File: config.mk
export PLATFORM = sky130hd
export DESIGN_NAME = sccb_cfg_sequencer
export DESIGN_NICKNAME = d
export VERILOG_FILES = /design/src/rtl/sccb_cfg_pkg.sv /design/src/rtl/cfg_countdown.sv /design/src/rtl/sccb_cfg_sequencer.sv
export SDC_FILE = /design/constraint.sdc
export NUM_CORES = 1
export LEC_CHECK = 0
export ABC_CLOCK_PERIOD_IN_PS = 7100
export BUFFER_PORTS_ARGS = -buffer_cell sky130_fd_sc_hd__buf_4
export CAP_MARGIN = 0
export CORE_UTILIZATION = 45
export CTS_CLUSTER_DIAMETER = 40
export DETAILED_ROUTE_END_ITERATION = 10
export PLACE_DENSITY_LB_ADDON = 0.12
export SYNTH_ARGS = -nofsm -noshare
export SYNTH_HDL_FRONTEND = slang
export SYNTH_SLANG_ARGS = --single-unit
File: constraint.sdc
create_clock -name clk -period 7.1 [get_ports clk]
set_input_delay 0.355 -clock clk [delete_from_list [all_inputs] [get_ports clk]]
set_output_delay 0.355 -clock clk [all_outputs]
set_load 0.005 [all_outputs]
File: src/rtl/sccb_cfg_pkg.sv
// Shared types and helpers for the SCCB configuration sequencer.
package sccb_cfg_pkg;

    typedef enum logic [3:0] {
        S_IDLE,
        S_FETCH,
        S_DECODE,
        S_DLY,
        S_ISSUE,
        S_ACCEPT,
        S_XFER,
        S_DONE,
        S_ERROR
    } state_t;

    // Ceiling log2, usable in constant expressions; clog2(1) = 0.
    function automatic int unsigned clog2(input int unsigned v);
        int unsigned r;
        r = 0;
        while ((64'd1 << r) < 64'(v)) r++;
        return r;
    endfunction

    // True when the low w bits of v are all ones.
    function automatic logic all_ones(input logic [63:0] v, input int unsigned w);
        logic [63:0] mask;
        mask = (w >= 64) ? '1 : ((64'd1 << w) - 64'd1);
        return (v & mask) == mask;
    endfunction

    // END marker: address field and data field both all ones.
    function automatic logic is_end(input logic [63:0] a, input logic [63:0] d,
                                    input int unsigned aw, input int unsigned dw);
        return all_ones(a, aw) && all_ones(d, dw);
    endfunction

    // DELAY entry: address field all ones, data field anything else.
    function automatic logic is_delay(input logic [63:0] a, input logic [63:0] d,
                                      input int unsigned aw, input int unsigned dw);
        return all_ones(a, aw) && !all_ones(d, dw);
    endfunction

endpackage

File: src/rtl/cfg_countdown.sv
// Loadable down-counter that saturates at zero and flags it.
module cfg_countdown #(
    parameter int unsigned W = 8
) (
    input  logic         clk_i,
    input  logic         rst_i,
    input  logic         load_i,
    input  logic [W-1:0] val_i,
    input  logic         en_i,
    output logic         zero_o
);

    logic [W-1:0] cnt_q, cnt_d;

    // Load has priority over counting; counting stops at zero.
    always_comb begin
        cnt_d = cnt_q;
        if (load_i)
            cnt_d = val_i;
        else if (en_i && cnt_q != '0)
            cnt_d = cnt_q - W'(1);
    end

    // Counter register.
    always_ff @(posedge clk_i or posedge rst_i) begin
        if (rst_i) cnt_q <= '0;
        else       cnt_q <= cnt_d;
    end

    assign zero_o = (cnt_q == '0);

endmodule

File: src/rtl/sccb_cfg_sequencer.sv
// Walks a command ROM and issues register writes to an SCCB/I2C master, with
// in-ROM delays, NACK retry, a per-transaction watchdog and error reporting.
module sccb_cfg_sequencer
    import sccb_cfg_pkg::*;
#(
    parameter int unsigned REG_AW      = 8,
    parameter int unsigned REG_DW      = 8,
    parameter int unsigned ROM_AW      = 8,
    parameter int unsigned ROM_LAT     = 1,
    parameter int unsigned DELAY_TICKS = 25000,
    parameter int unsigned MAX_RETRY   = 3,
    parameter int unsigned TIMEOUT_CYC = 1000000
) (
    input  logic                     clk,
    input  logic                     rst,
    input  logic                     start,
    output logic [ROM_AW-1:0]        rom_addr,
    input  logic [REG_AW+REG_DW-1:0] rom_data,
    input  logic                     sccb_ready,
    input  logic                     sccb_nack,
    output logic [REG_AW-1:0]        sccb_addr,
    output logic [REG_DW-1:0]        sccb_data,
    output logic                     sccb_start,
    output logic                     busy,
    output logic                     done,
    output logic                     error,
    output logic [ROM_AW-1:0]        err_index,
    output logic [ROM_AW:0]          cmd_count
);

    localparam int unsigned DLY_W = REG_DW + clog2(DELAY_TICKS) + 1;
    localparam int unsigned WD_W  = clog2(TIMEOUT_CYC) + 1;
    localparam int unsigned LAT_W = clog2(ROM_LAT) + 1;
    localparam int unsigned RTY_W = clog2(MAX_RETRY + 1) + 1;
    localparam int unsigned CNT_W = ROM_AW + 1;
    localparam logic [ROM_AW-1:0] LAST_ADDR = '1;
    localparam logic [LAT_W-1:0]  LAT_INIT  = LAT_W'(ROM_LAT - 1);
    localparam logic [WD_W-1:0]   WD_INIT   = WD_W'(TIMEOUT_CYC - 1);

    state_t              state_q, state_d;
    logic [ROM_AW-1:0]   rom_addr_q, rom_addr_d;
    logic [LAT_W-1:0]    fetch_q, fetch_d;
    logic [REG_AW-1:0]   sccb_addr_q, sccb_addr_d;
    logic [REG_DW-1:0]   sccb_data_q, sccb_data_d;
    logic [RTY_W-1:0]    retry_q, retry_d;
    logic [CNT_W-1:0]    cmd_count_q, cmd_count_d;
    logic [ROM_AW-1:0]   err_index_q, err_index_d;

    logic                dly_load, dly_en, dly_zero;
    logic                wd_load, wd_en, wd_zero;
    logic                advance, attempt_fail;
    logic [DLY_W-1:0]    dly_val;

    logic [REG_AW-1:0]   f_addr;
    logic [REG_DW-1:0]   f_data;

    assign f_addr  = rom_data[REG_AW+REG_DW-1:REG_DW];
    assign f_data  = rom_data[REG_DW-1:0];
    // (data+1)*DELAY_TICKS cycles spent in DLY; counter is loaded with one less.
    assign dly_val = (DLY_W'(f_data) + DLY_W'(1)) * DLY_W'(DELAY_TICKS) - DLY_W'(1);

    cfg_countdown #(.W(DLY_W)) u_dly (
        .clk_i  (clk),
        .rst_i  (rst),
        .load_i (dly_load),
        .val_i  (dly_val),
        .en_i   (dly_en),
        .zero_o (dly_zero)
    );

    cfg_countdown #(.W(WD_W)) u_wd (
        .clk_i  (clk),
        .rst_i  (rst),
        .load_i (wd_load),
        .val_i  (WD_INIT),
        .en_i   (wd_en),
        .zero_o (wd_zero)
    );

    // Next-state logic; ack/delay completion and failed attempts are resolved after the case.
    always_comb begin
        state_d      = state_q;
        rom_addr_d   = rom_addr_q;
        fetch_d      = fetch_q;
        sccb_addr_d  = sccb_addr_q;
        sccb_data_d  = sccb_data_q;
        retry_d      = retry_q;
        cmd_count_d  = cmd_count_q;
        err_index_d  = err_index_q;
        dly_load     = 1'b0;
        dly_en       = 1'b0;
        wd_load      = 1'b0;
        wd_en        = 1'b0;
        advance      = 1'b0;
        attempt_fail = 1'b0;

        unique case (state_q)
            S_IDLE, S_DONE, S_ERROR: begin
                if (start) begin
                    state_d     = S_FETCH;
                    rom_addr_d  = '0;
                    cmd_count_d = '0;
                    retry_d     = '0;
                    fetch_d     = LAT_INIT;
                end
            end
            S_FETCH: begin
                if (fetch_q == '0) state_d = S_DECODE;
                else               fetch_d = fetch_q - LAT_W'(1);
            end
            S_DECODE: begin
                if (is_end(64'(f_addr), 64'(f_data), REG_AW, REG_DW)) begin
                    state_d = S_DONE;
                end else if (is_delay(64'(f_addr), 64'(f_data), REG_AW, REG_DW)) begin
                    dly_load = 1'b1;
                    state_d  = S_DLY;
                end else begin
                    // Latch the write so retries do not depend on the ROM output.
                    sccb_addr_d = f_addr;
                    sccb_data_d = f_data;
                    wd_load     = 1'b1;
                    state_d     = S_ISSUE;
                end
            end
            S_DLY: begin
                dly_en = 1'b1;
                if (dly_zero) advance = 1'b1;
            end
            S_ISSUE: begin
                wd_en = 1'b1;
                if (sccb_ready)   state_d      = S_ACCEPT;
                else if (wd_zero) attempt_fail = 1'b1;
            end
            S_ACCEPT: begin
                wd_en = 1'b1;
                if (!sccb_ready)  state_d      = S_XFER;
                else if (wd_zero) attempt_fail = 1'b1;
            end
            S_XFER: begin
                wd_en = 1'b1;
                if (sccb_ready) begin
                    if (!sccb_nack) begin
                        cmd_count_d = cmd_count_q + CNT_W'(1);
                        advance     = 1'b1;
                    end else begin
                        attempt_fail = 1'b1;
                    end
                end else if (wd_zero) begin
                    attempt_fail = 1'b1;
                end
            end
            default: state_d = S_IDLE;
        endcase

        if (advance) begin
            retry_d = '0;
            if (rom_addr_q == LAST_ADDR) begin
                state_d = S_DONE;
            end else begin
                rom_addr_d = rom_addr_q + ROM_AW'(1);
                fetch_d    = LAT_INIT;
                state_d    = S_FETCH;
            end
        end

        if (attempt_fail) begin
            if (retry_q < RTY_W'(MAX_RETRY)) begin
                retry_d = retry_q + RTY_W'(1);
                wd_load = 1'b1;
                state_d = S_ISSUE;
            end else begin
                err_index_d = rom_addr_q;
                state_d     = S_ERROR;
            end
        end
    end

    // State and datapath registers.
    always_ff @(posedge clk or posedge rst) begin
        if (rst) begin
            state_q     <= S_IDLE;
            rom_addr_q  <= '0;
            fetch_q     <= '0;
            sccb_addr_q <= '0;
            sccb_data_q <= '0;
            retry_q     <= '0;
            cmd_count_q <= '0;
            err_index_q <= '0;
        end else begin
            state_q     <= state_d;
            rom_addr_q  <= rom_addr_d;
            fetch_q     <= fetch_d;
            sccb_addr_q <= sccb_addr_d;
            sccb_data_q <= sccb_data_d;
            retry_q     <= retry_d;
            cmd_count_q <= cmd_count_d;
            err_index_q <= err_index_d;
        end
    end

    // Request is qualified by ready inside ISSUE, so it lasts exactly the accepting cycle.
    assign sccb_start = (state_q == S_ISSUE) && sccb_ready;
    assign rom_addr   = rom_addr_q;
    assign sccb_addr  = sccb_addr_q;
    assign sccb_data  = sccb_data_q;
    assign busy       = !(state_q inside {S_IDLE, S_DONE, S_ERROR});
    assign done       = (state_q == S_DONE);
    assign error      = (state_q == S_ERROR);
    assign err_index  = err_index_q;
    assign cmd_count  = cmd_count_q;

endmodule

# == Word level (Yosys, flattened, before mapping) ==
# Cells that the tools add are included.
# totals
register_bits,94
# classes
add_sub_neg,8
n_mul,1
n_lt_le_gt_ge,1
n_eq_ne,19
n_mux,53
bitwise,3
n_reduce_logical,23
# op_table
operator,n
$mux W24,2
$sub A24 B1 Y24 const B,2
$mux W21,2
$mux W8,4
$mux W4,7
$mux W9,3
$eq A8 B8 Y1 const B,3
$logic_not A24 Y1,1
$mux W3,8
$pmux W4 S6,1
$reduce_bool A24 Y1,1
$mux W1,22
$logic_not A21 Y1,1
$mul A9 B12 Y21 const B,1
$reduce_bool A21 Y1,1
$sub A21 B1 Y21 const B,1
$pmux W9 S2,1
$eq A4 B3 Y1 const B,4
$ne A4 B4 Y1 const B,4
$add A8 B1 Y9 const B,1
$add A9 B1 Y9 const B,1
$add A8 B1 Y8 const B,1
$eq A4 B2 Y1 const B,2
$ne A2 B2 Y1 const B,3
20 further kinds,31

# == Depth between registers and ports, before layout ==
# Gate-level depths: netlist (run 1).
# depth
ltp_word,9
depth_mapped,22

# == Modules after synthesis ==
# From an unflattened synthesis (run 1), not the netlist that was laid out.
# unflattened
cells_unflattened,834
area_unflattened_um2,7488.4
# modules_own_cells
mod,n_inst,cells_per_inst,area_per_inst_um2,seq_area_each_um2
sccb_cfg_sequencer,1,522,4639.4,1226.2
cfg_countdown at u_dly,1,158,1485.2,600.6
cfg_countdown at u_wd,1,154,1363.8,525.5

# == Worst setup path after synthesis (run 1) ==
# OpenSTA, ideal clock, no wires.
# synth_path
kind,input port to flip-flop
from,in rom_data[2]
to,reg u_dly.cnt_q[23]
setup_ns,0.128
arrival_time_ns,5.309
required_time_ns,6.972
path_slack_ns,1.663
path_stages,19
cell_sequence,clkbuf_1 > nand3_1 > nor2_1 > and3_1 > xor2_1 > ha_1 > ha_1 > inv_1 > fa_1 > inv_1 > fa_1 > ha_1 > and2_1 > a21boi_0 > or4_1 > a2111oi_0 > nand4b_1 > o41ai_1 > nor2_1
# synth_between
elab_chain_len,7
word_cells_on_any_way,12
cone_classes,2 x add/sub; 1 x mul; 1 x eq/ne; 4 x mux; 4 x reduce/logical
# synth_lines
item,line,rtl
"start, declared",sccb_cfg_sequencer.sv:18,"input logic [REG_AW+REG_DW-1:0] rom_data,"
branches (longest 7 deep; another with $sub A24 B1 Y24),--,
"end signal, assigned",cfg_countdown.sv:27,else cnt_q <= cnt_d;
"end, declared",cfg_countdown.sv:13,"logic [W-1:0] cnt_q, cnt_d;"
# Several ways; the timed one is not identified.
# A chain may end at the register's enable or synchronous reset.

# == Worst setup path in the final report (run 1) ==
# layout_path
from,in rom_data[0]
to,reg u_dly.cnt_q[23]
# Same word-level chain as after synthesis.

==> metrics.txt, run 1 <==
via/cell ratio=roughly 5.4; post-placement setup slack=between 1 and 1.5 ns; main combinational cell family by area after synthesis=simple AND/OR/NAND/NOR gates; Die Span Y=about 130 um; Post-Syn Area=6990 um2; slew margin rel.=35.2%; Setup crit start kind=primary input; Synth Flop Type=dfrtp_1; Die ar.=about 16,000 um2; Area Growth Syn to Fin=14.0%; reg2reg setup slack=3.61 ns; CP endpoint=u_dly.cnt_q[23]; remaining antenna violation count after routing=0; mux share of post-synthesis cell area=4.41%; Nets=~910; Post-DP HPWL=12,100 um; Crit. Startpoint=rom_data[0]; simple-gate share of the synthesized area=20.6%; latest clock arrival within the worst-skew pair=between 0.3 and 0.4 ns; RSZ-0062 raised after global routing=false; Slew Limit Fails=0; final worst slack=between 1 and 1.5 ns; layout cell share with drive strength beyond 1=approximately 15%; reg2reg path depth=7; Initial Utilization=46.0%; Commonest cells post-synth=94 x dfrtp_1, 77 x nor2_1, 62 x nand2_1; hold_ws=0.0614 ns; hold violation count in the final report=0; crit path time final=5.63 ns; Max-Cap Viols=0; Final Cycle Share=79.4%; Compound-Gate Fraction of Synth Area=11.7%; Congestion Overflow GR=0; fin util=52.4%; Yosys top cell area share=33.7%; Syn Nets=857; maximum clock path buffer count=2; Area contributors post-synth=dfrtp_1 34%, ha_1 11%, xnor2_1 5.0%; IO Pins=66; CP Class=primary input to flip-flop; Worst Max-Slew Pin Slew=0.969 ns; TritonCTS clock tree=built; clock skew=approximately 0.0098 ns; Non-Filler Instances=1,008; Syn Inst Count=760; core box area=15,200 um2; clock root buffer=clkbuf_16; # DRC=0; drt wl/cell=15.2 um; Post-CTS Setup Inserts=0; Max VDD drop=143 uV; HP Class=primary input to asynchronous set/reset pin; Setup Total Neg Slack=0 ns; Die X=approximately 130 um; top-count cell post-synth=dfrtp_1; number of synthesized flops with an enable pin=0; Tot GR Track Use=20.2%; n_diodes=0; initial antenna violation count=0; vias in the first global route=5,310; Synth area leader=dfrtp_1; fmax=177 MHz; Req. time, crit path=7.32 ns; cell leakage power=3.59 nW; Warnings, synthesis=0; CP Capture Type=flip-flop; ys async rst share=100%; clk sinks=94; H-Tree Depth=3; CP arrival=5.85 ns; crit path max fanout=7; Via Count=5,439; Reg2Reg Launch Point=u_wd.cnt_q[6]; Layout fillers=1,424; placed cell count=992; Synth Register Bits=between 90 and 100; post-synthesis cell type count=67; mean post-synth cell area=9.19 um2; Worst-path clk slew=approximately 0.070 ns; Power Density=304 nW/um2; number of DRC violations after detailed-routing iteration 0=between 200 and 300; sequential-to-total area share from yosys stat=33.7%; first-pass GRT wire length=between 20,000 and 30,000 um; Port Buffers=65; final setup violation count=0; total wire length=15,400 um; Final Wtd Congestion=0.888; cts-stage hold buffer count=0; Rows=45; Adder-Cell Fraction of Synth Area=15.4%; worst r2r dst=err_index[3]; CTS Buf Count=9; largest net degree at the start of global routing=59; drt first pass iters=5; Resized cells post-CTS=0; status=completed; XOR/XNOR Fraction of Synth Area=9.78%
how the worst min path moves through the flow:
| stage | from | end | slack, ns | depth (start not counted) |
|---|---|---|---|---|
| finish | rst | retry_q[2] | 0.06 | 2 |
| CTS | rst | retry_q[2] | 0.08 | 2 |
| detailed placement | rst | retry_q[2] | 0.46 | 2 |
| floorplan | sccb_data[0] | sccb_data[0] | 0.47 | 2 |
| global route | rst | retry_q[2] | 0.11 | 2 |
| global placement | rst | retry_q[2] | 0.46 | 2 |
per-layer routing:
layer / part of all wire (%) / track usage [%] / vias up
li1: - / - / 2769
met1: 46 / 25.7 / 2603
met2: 51 / 35.9 / 55
met3: 2.2 / 2.61 / 12
met4: 1.0 / 5.95 / 0
met5: 0 / 0 / -
cell type report:
cell class              instances  area (um2)  area share (%)
repair buffers                 69         518            6.50
flip-flops and latches         94        2350            29.5
well taps                     188         235            2.95
multi-input cells             587        4340            54.4
inverters                      54         204            2.56
clock buffers                  11         253            3.17
clock inverters                 5        66.3           0.833
critical path: stages:
cell and delay [ns]:
buf_4 0.13, ha_1 0.23, nand2_1 0.08, nor2_1 0.14, and3_1 0.36, ha_1 0.31, ha_1 0.31, fa_1 0.53
inv_1 0.05, fa_1 0.49, inv_1 0.04, ha_1 0.35, and3_1 0.20, a221oi_1 0.53, o21a_1 0.18, o221ai_1 0.12
a2111oi_0 0.67, nand4b_1 0.28, o41ai_1 0.42, nor2_1 0.08
sequential cells by signal, summed over array words and instances, names as in the netlist:
| name | flops |
|---|---|
| fetch_q | 1 |
| sccb_addr | 8 |
| state_q | 4 |
| retry_q | 3 |
| rom_addr | 8 |
| err_index | 8 |
| cmd_count | 9 |
| u_wd.cnt_q | 21 |
| u_dly.cnt_q | 24 |
| sccb_data | 8 |
per-stage QoR:
stage,power [mW],area (um2)
2_1_floorplan,1.60,6990
3_3_place_gp,1.90,7650
3_5_place_dp,1.93,7650
4_1_cts,2.44,7970
5_1_grt,2.63,7970
6_report,2.42,7970
layout by cell type (no fill, tap or decap), drive strengths merged, types with 17 or more instances in the layout:
| cell | count |
|---|---|
| o21ai | 27 |
| nand3 | 24 |
| fa | 17 |
| mux2 | 22 |
| inv | 54 |
| a21oi | 33 |
| xor2 | 38 |
| buf | 69 |
| ha | 59 |
| dfrtp | 94 |
| nor3 | 25 |
| xnor2 | 40 |
| nor2 | 77 |
| nand2 | 62 |
cells by family (layout without fill, tap and decap cells):
kind of cell,count (synthesis),count (layout)
AOI/OAI and AO/OA,121,121
muxes,28,28
adders and majority gates,76,76
DFF,94,94
and+or+nand+nor,284,284
buffers and inverters,79,139
xor gates and xnor gates,78,78
report_power, final:
part           internal, mW  switching [mW]
logic                 0.511           0.668
clock network         0.296           0.209
registers             0.639          0.0955
total                  1.45           0.973
No activity file was read; power rests on OpenSTA's default activity.
==> inputs of run 2 (changes only) <==
--- a/config.mk
+++ b/config.mk
@@ -5,7 +5,8 @@
 export SDC_FILE = /design/constraint.sdc
 export NUM_CORES = 1
 export LEC_CHECK = 0
-export ABC_CLOCK_PERIOD_IN_PS = 7100
+export ABC_AREA = 1
+export ABC_CLOCK_PERIOD_IN_PS = 4900
 export BUFFER_PORTS_ARGS = -buffer_cell sky130_fd_sc_hd__buf_4
 export CAP_MARGIN = 0
 export CORE_UTILIZATION = 45
==> constraint.sdc (replaced) <==
create_clock -name clk -period 4.9 [get_ports clk]
set_input_delay 0.245 -clock clk [delete_from_list [all_inputs] [get_ports clk]]
set_output_delay 0.245 -clock clk [all_outputs]
set_load 0.005 [all_outputs]
==> metrics.txt, run 2 <==
status=completed; cell leakage power=4.53 nW (+26%); IO Pins=66 (unchanged); number of synthesized flops with an enable pin=0 (unchanged); main combinational cell family by area after synthesis=simple AND/OR/NAND/NOR gates; reg2reg path depth=10 (+3); Clock Power Share=17.9% (-3.0 points); Gate power share=52.7% (+3.9 points); first-pass GRT wire length=31,200 um (+20%); Final Wtd Congestion=0.883 (-0.56%); Max-Cap Viols=0 (unchanged); critical hold path startpoint=rom_data[14]; Area Growth Syn to Fin=14.9%; Most common cell on crit path=nand2_1; CP max stage cell=fa_1; via/cell ratio=4.96 (-8.0%); Die X=132 um (+4.7%); slew margin rel.=48.0% (+13 points); clock root buffer=clkbuf_16; maximum clock path buffer count=2 (unchanged); HP Class=primary input to flip-flop; largest net degree at the start of global routing=53 (-10%); Commonest cells post-synth=239 x nand2_1, 194 x inv_1, 103 x nor2_1; Initial Utilization=46.2% (+0.25 points); # DRC=0 (unchanged); crit path time final=4.55 ns; Internal Pwr Total=2.01 mW (+39%); Setup Total Neg Slack=0 ns (unchanged); NetSw=1.61 mW (+65%); Die ar.=17,600 um2 (+9.5%); top-count cell post-synth=nand2_1; CP Capture Type=flip-flop; Post-CTS Setup Inserts=0 (unchanged); Worst Max-Slew Pin Slew=0.780 ns (-0.189 ns); H-Tree Depth=3 (unchanged); core box area=16,600 um2 (+9.1%); most common cell after layout, fill and taps aside=nand2_1; fmax=220 MHz; layout cell share with drive strength beyond 1=15.0% (+0.16 points); simple-gate share of the synthesized area=29.3% (+8.6 points); hold violation count in the final report=0 (unchanged); hold_ws=0.150 ns (+0.0889 ns); Post-Syn Area=7660 um2 (+9.7%); final setup violation count=0 (unchanged); Synth area leader=dfrtp_1; Via Count=6,737 (+24%); Nets=1,230 (+35%); latest clock arrival within the worst-skew pair=0.35 ns (about the same); CP Class=primary input to flip-flop; Layout fillers=1,623 (+14%); worst r2r dst=u_dly.cnt_q[19]; remaining antenna violation count after routing=0 (unchanged); Adder-Cell Fraction of Synth Area=14.1% (-1.4 points); reg2reg setup slack=2.10 ns (-1.51 ns); Congestion Overflow GR=0 (unchanged); Largest stage delay, worst path=0.53 ns (-0.14 ns); Req. time, crit path=5.14 ns (-2.18 ns); WHS Path Cells=2; CTS Buf Count=9 (unchanged); TritonCTS clock tree=built; Top reg by flops=u_dly.cnt_q; Syn Inst Count=1,050 (+38%); Synth Register Bits=94 (unchanged); final instance area=8800 um2 (+10%); ys async rst share=100% (unchanged); Warnings, synthesis=0 (unchanged); Syn Nets=1,147 (+34%); post-synthesis cell type count=51 (-24%); XOR/XNOR Fraction of Synth Area=4.10% (-5.7 points); vias in the first global route=6,498 (+22%); Setup crit start kind=primary input; Die Span Y=132 um (+4.7%); drt wl/cell=13.2 um (-13%); hold endpoint=sccb_addr[6]; Worst-path clk slew=0.06 ns (about the same); Rows=47 (+4.4%); Reg2Reg Launch Point=state_q[2]; Tot GR Track Use=21.9% (+1.6 points); drt first pass iters=7 (+2); DP Area=8490 um2 (+11%); initial antenna violation count=0 (unchanged); clk sinks=94 (unchanged); register share of total power=29.4% (-1.0 points); mux share of post-synthesis cell area=1.18% (-3.2 points); Slew Limit Fails=0 (unchanged); placed cell count=1,341 (+35%); sequential-to-total area share from yosys stat=30.7% (-3.0 points); crit path max fanout=5 (-2); Port Buffers=65 (unchanged); mean post-synth cell area=7.30 um2 (-21%); CP arrival=4.79 ns (-1.06 ns); max reg flops=24 (unchanged); n_diodes=0 (unchanged); Non-Filler Instances=1,357 (+35%); Synth Flop Type=dfrtp_1; Power Density=411 nW/um2 (+35%); number of DRC violations after detailed-routing iteration 0=434 (+57%); total wire length=17,900 um (+17%); Yosys top cell area share=30.7% (-3.0 points); Post-DP HPWL=14,200 um (+17%); clock skew=0.0102 ns (+0.000419 ns); Area contributors post-synth=dfrtp_1 31%, nand2_1 12%, ha_1 9.6%; Max VDD drop=186 uV (+29%); Compound-Gate Fraction of Synth Area=9.78% (-2.0 points); highest-count cells in the layout ignoring fill and taps=239 x nand2_1, 192 x inv_1, 103 x nor2_1; Final Cycle Share=92.8%; sw frac=44.5% (+4.2 points)
run 2: changes by cell type after synthesis, sizes merged, moves of 33 or more:
cell,delta
inv,+144
nand2,+187
nand3,+48
nor2,+41
o21ai,+41
xnor2,-33
run 2: final cells by class:
cell class | count | area, um2 | area share, %
multi-input cells | 744 | 4510 | 51.3
flip-flops and latches | 94 | 2350 | 26.7
inverters | 198 | 746 | 8.47
repair buffers | 86 | 648 | 7.37
well taps | 220 | 275 | 3.13
clock buffers | 10 | 229 | 2.60
clock inverters | 5 | 35.0 | 0.398
run 2: kinds of logic (layout without fill, tap and decap cells):
group	count (synthesis)	count (layout)
AOI/OAI and AO/OA	125	125
xor gates and xnor gates	35	35
adders and majority gates	76	76
buffers and inverters	212	299
DFF	94	94
muxes	8	8
and+or+nand+nor	500	500
run 2: worst max-delay path by stage:
| stage | startpoint | end | slack [ns] | depth (start not counted) |
|---|---|---|---|---|
| floorplan | rom_data[0] | u_dly.cnt_q[21] | 0.30 | 29 |
| global placement | rom_data[0] | u_dly.cnt_q[19] | -0.02 | 25 |
| detailed placement | rom_data[0] | u_dly.cnt_q[22] | -0.08 | 28 |
| CTS | rom_data[0] | u_dly.cnt_q[22] | 0.27 | 28 |
| global route | rom_data[0] | u_dly.cnt_q[22] | -0.001 | 30 |
| finish | rom_data[0] | u_dly.cnt_q[23] | 0.35 | 30 |
run 2: stage by stage:
step	setup WS [ns]	util [%]	total power, mW
after floorplan	0.298	-	2.40
after global placement	-0.0221	51.2	2.94
after detailed placement	-0.0751	51.2	2.95
after CTS	0.273	52.8	3.62
after global routing	-0.00122	53.1	3.96
final	0.354	53.1	3.61
run 2: worst max-delay path: cells and delay by family:
family          cells  cell delay (ns)
compound gates      1             0.20
buf+inv             7             0.66
simple gates       16             1.54
fa+ha+maj           6             2.12
run 2: power by group through the flow:
| stage | clock network [mW] | registers (mW) | logic, mW |
|---|---|---|---|
| after floorplan | 0 | 1.06 | 1.34 |
| after global placement | 0 | 1.07 | 1.86 |
| after detailed placement | 0 | 1.07 | 1.88 |
| after CTS | 0.668 | 1.06 | 1.89 |
| after global routing | 0.701 | 1.09 | 2.18 |
| final | 0.646 | 1.06 | 1.90 |
run 2: routing by layer:
metal  global-route usage [%]  wire, um  vias to the layer above
met4                     4.79       206                        0
met2                     33.9      7680                      117
met5                        0         0                        -
li1                         -         -                     3515
met3                     2.95       617                       14
met1                     32.5      9420                     3091
run 2: timing repair:
action,in CTS,in global routing
hold buffers,1,0
setup endpoints to repair,0,10
endpoints found under the hold margin,42,0
gates resized for setup,0,10
==> inputs of run 3 (changes only) <==
--- a/config.mk
+++ b/config.mk
@@ -12,6 +12,7 @@
 export CORE_UTILIZATION = 45
 export CTS_CLUSTER_DIAMETER = 40
 export DETAILED_ROUTE_END_ITERATION = 10
+export MAX_ROUTING_LAYER = met4
 export PLACE_DENSITY_LB_ADDON = 0.12
 export SYNTH_ARGS = -nofsm -noshare
 export SYNTH_HDL_FRONTEND = slang
==> metrics.txt, run 3 (synthesis gave the netlist of run 2 again) <==
CTS Buf Count=9 (unchanged); clk sinks=94 (unchanged); IO Pins=66 (unchanged); Setup crit start kind=primary input; final setup violation count=0 (unchanged); maximum clock path buffer count=2 (unchanged); drt first pass iters=5 (-2); hold violation count in the final report=0 (unchanged); CP arrival=4.77 ns (-0.02 ns); drt wl/cell=13.2 um (+0.31%); vias in the first global route=6,477 (-0.32%); status=completed; Final Cycle Share=92.5% (-0.30 points); n_diodes=0 (unchanged); max layer used=met4; Register Area=2350 um2 (unchanged); CP Capture Type=flip-flop; crit path max fanout=5 (unchanged); remaining antenna violation count after routing=0 (unchanged); number of DRC violations after detailed-routing iteration 0=428 (-1.4%); cell leakage power=4.53 nW (unchanged); Die Span Y=132 um (unchanged); Congestion Overflow GR=0 (unchanged); Area Growth Syn to Fin=14.9% (unchanged); # DRC=0 (unchanged); Setup Total Neg Slack=0 ns (unchanged); first-pass GRT wire length=31,200 um (+0.18%); Req. time, crit path=5.14 ns (about the same); clock skew=0.00995 ns (-0.000259 ns); DP Area=8490 um2 (unchanged); core box area=16,600 um2 (unchanged); Rows=47 (unchanged); max reg flops=24 (unchanged); fmax=221 MHz (+0.33%); Via Count=6,745 (+0.12%); latest clock arrival within the worst-skew pair=0.35 ns (about the same); Port Buffers=65 (unchanged); Die X=132 um (unchanged); crit-path leading delay family=adder cells; Post-DP HPWL=14,200 um (unchanged); Final Wtd Congestion=0.897 (+1.7%); layout cell share with drive strength beyond 1=15.0% (unchanged); area of the multi-input gates=4510 um2 (unchanged); Worst-path clk slew=0.06 ns (about the same); slew margin rel.=48.9% (+0.87 points); largest net degree at the start of global routing=53 (unchanged); crit path time final=4.53 ns (-0.0149 ns); CP Class=primary input to flip-flop; clock root buffer=clkbuf_16; final instance area=8800 um2 (unchanged); initial antenna violation count=0 (unchanged); CP max stage cell=fa_1; via/cell ratio=4.97 (+0.12%); H-Tree Depth=3 (unchanged); highest-count cells in the layout ignoring fill and taps=239 x nand2_1, 192 x inv_1, 103 x nor2_1; CP bufs+invs=7 (unchanged); Worst Max-Slew Pin Slew=0.767 ns (-0.0131 ns); HP Class=primary input to flip-flop; met2 wire length=7670 um (-0.14%); Slew Limit Fails=0 (unchanged); met3 wire len=589 um (-4.5%); Tot GR Track Use=22.6% (+0.72 points); Max VDD drop=185 uV (-0.12%); Max-Cap Viols=0 (unchanged); reg2reg setup slack=2.03 ns (-0.07 ns); fin util=53.1% (unchanged); Nets=1,230 (unchanged); Largest stage delay, worst path=0.53 ns (about the same); total wire length=18,000 um (+0.31%); M1 WL=9500 um (+0.83%); Most common cell on crit path=nand2_1; total power=3.61 mW (about the same); Die ar.=17,600 um2 (unchanged); Initial Utilization=46.2% (unchanged); Power Density=411 nW/um2 (about the same); most common cell after layout, fill and taps aside=nand2_1; Layout fillers=1,623 (unchanged); Top reg by flops=u_dly.cnt_q; TritonCTS clock tree=built
==> run 3: cell counts in the layout (fill, tap and decap cells not counted) <==
Identical to the previous run, type by type.
==> run 3: area by class of cell <==
| cell class | count | share of cell area (%) |
|---|---|---|
| well taps | 220 | 3.13 |
| inverters | 198 | 8.47 |
| flip-flops and latches | 94 | 26.7 |
| clock inverters | 5 | 0.398 |
| repair buffers | 86 | 7.37 |
| multi-input cells | 744 | 51.3 |
| clock buffers | 10 | 2.60 |
==> run 3: report_power, final <==
part / internal [mW] / total [mW] / switching [mW]
Combinational: 0.727 / 1.91 / 1.18
Clock: 0.342 / 0.645 / 0.303
Sequential: 0.937 / 1.06 / 0.126
Total: 2.01 / 3.61 / 1.61
==> run 3: path summary, 6_finish.rpt <==
kind	cells past startpoint	from	to
worst max-delay path	30	rom_data[0]	u_dly.cnt_q[23]
worst min-delay path	2	rom_data[14]	sccb_addr[6]
worst max register to register	10	state_q[2]	u_dly.cnt_q[19]
worst min register to register	2	u_dly.cnt_q[21]	u_dly.cnt_q[21]
max in group asynchronous	4	rst	u_wd.cnt_q[4]
min in group asynchronous	3	rst	cmd_count[3]
==> run 3: repair_timing <==
item,4_1_cts,5_1_grt
buffers inserted,0,0
resized for setup,0,10
endpoints found under the setup margin,0,10
hold endpoints to repair,42,0
hold buffers,1,0
==> run 3: per-stage QoR <==
stage | setup WS (ns) | hold WS, ns | std cells
after floorplan | 0.298 | 0.395 | 1050
after global placement | -0.0221 | 0.336 | 1341
after detailed placement | -0.0751 | 0.333 | 1341
after CTS | 0.273 | 0.133 | 1357
after global routing | -0.00336 | 0.140 | 1357
final | 0.369 | 0.150 | 1357
==> run 3: per-layer routing <==
metal	GRT usage (%)	up-vias
li1	-	3518
met4	5.56	0
met3	2.49	14
met1	32.6	3105
met5	-	-
met2	33.8	108
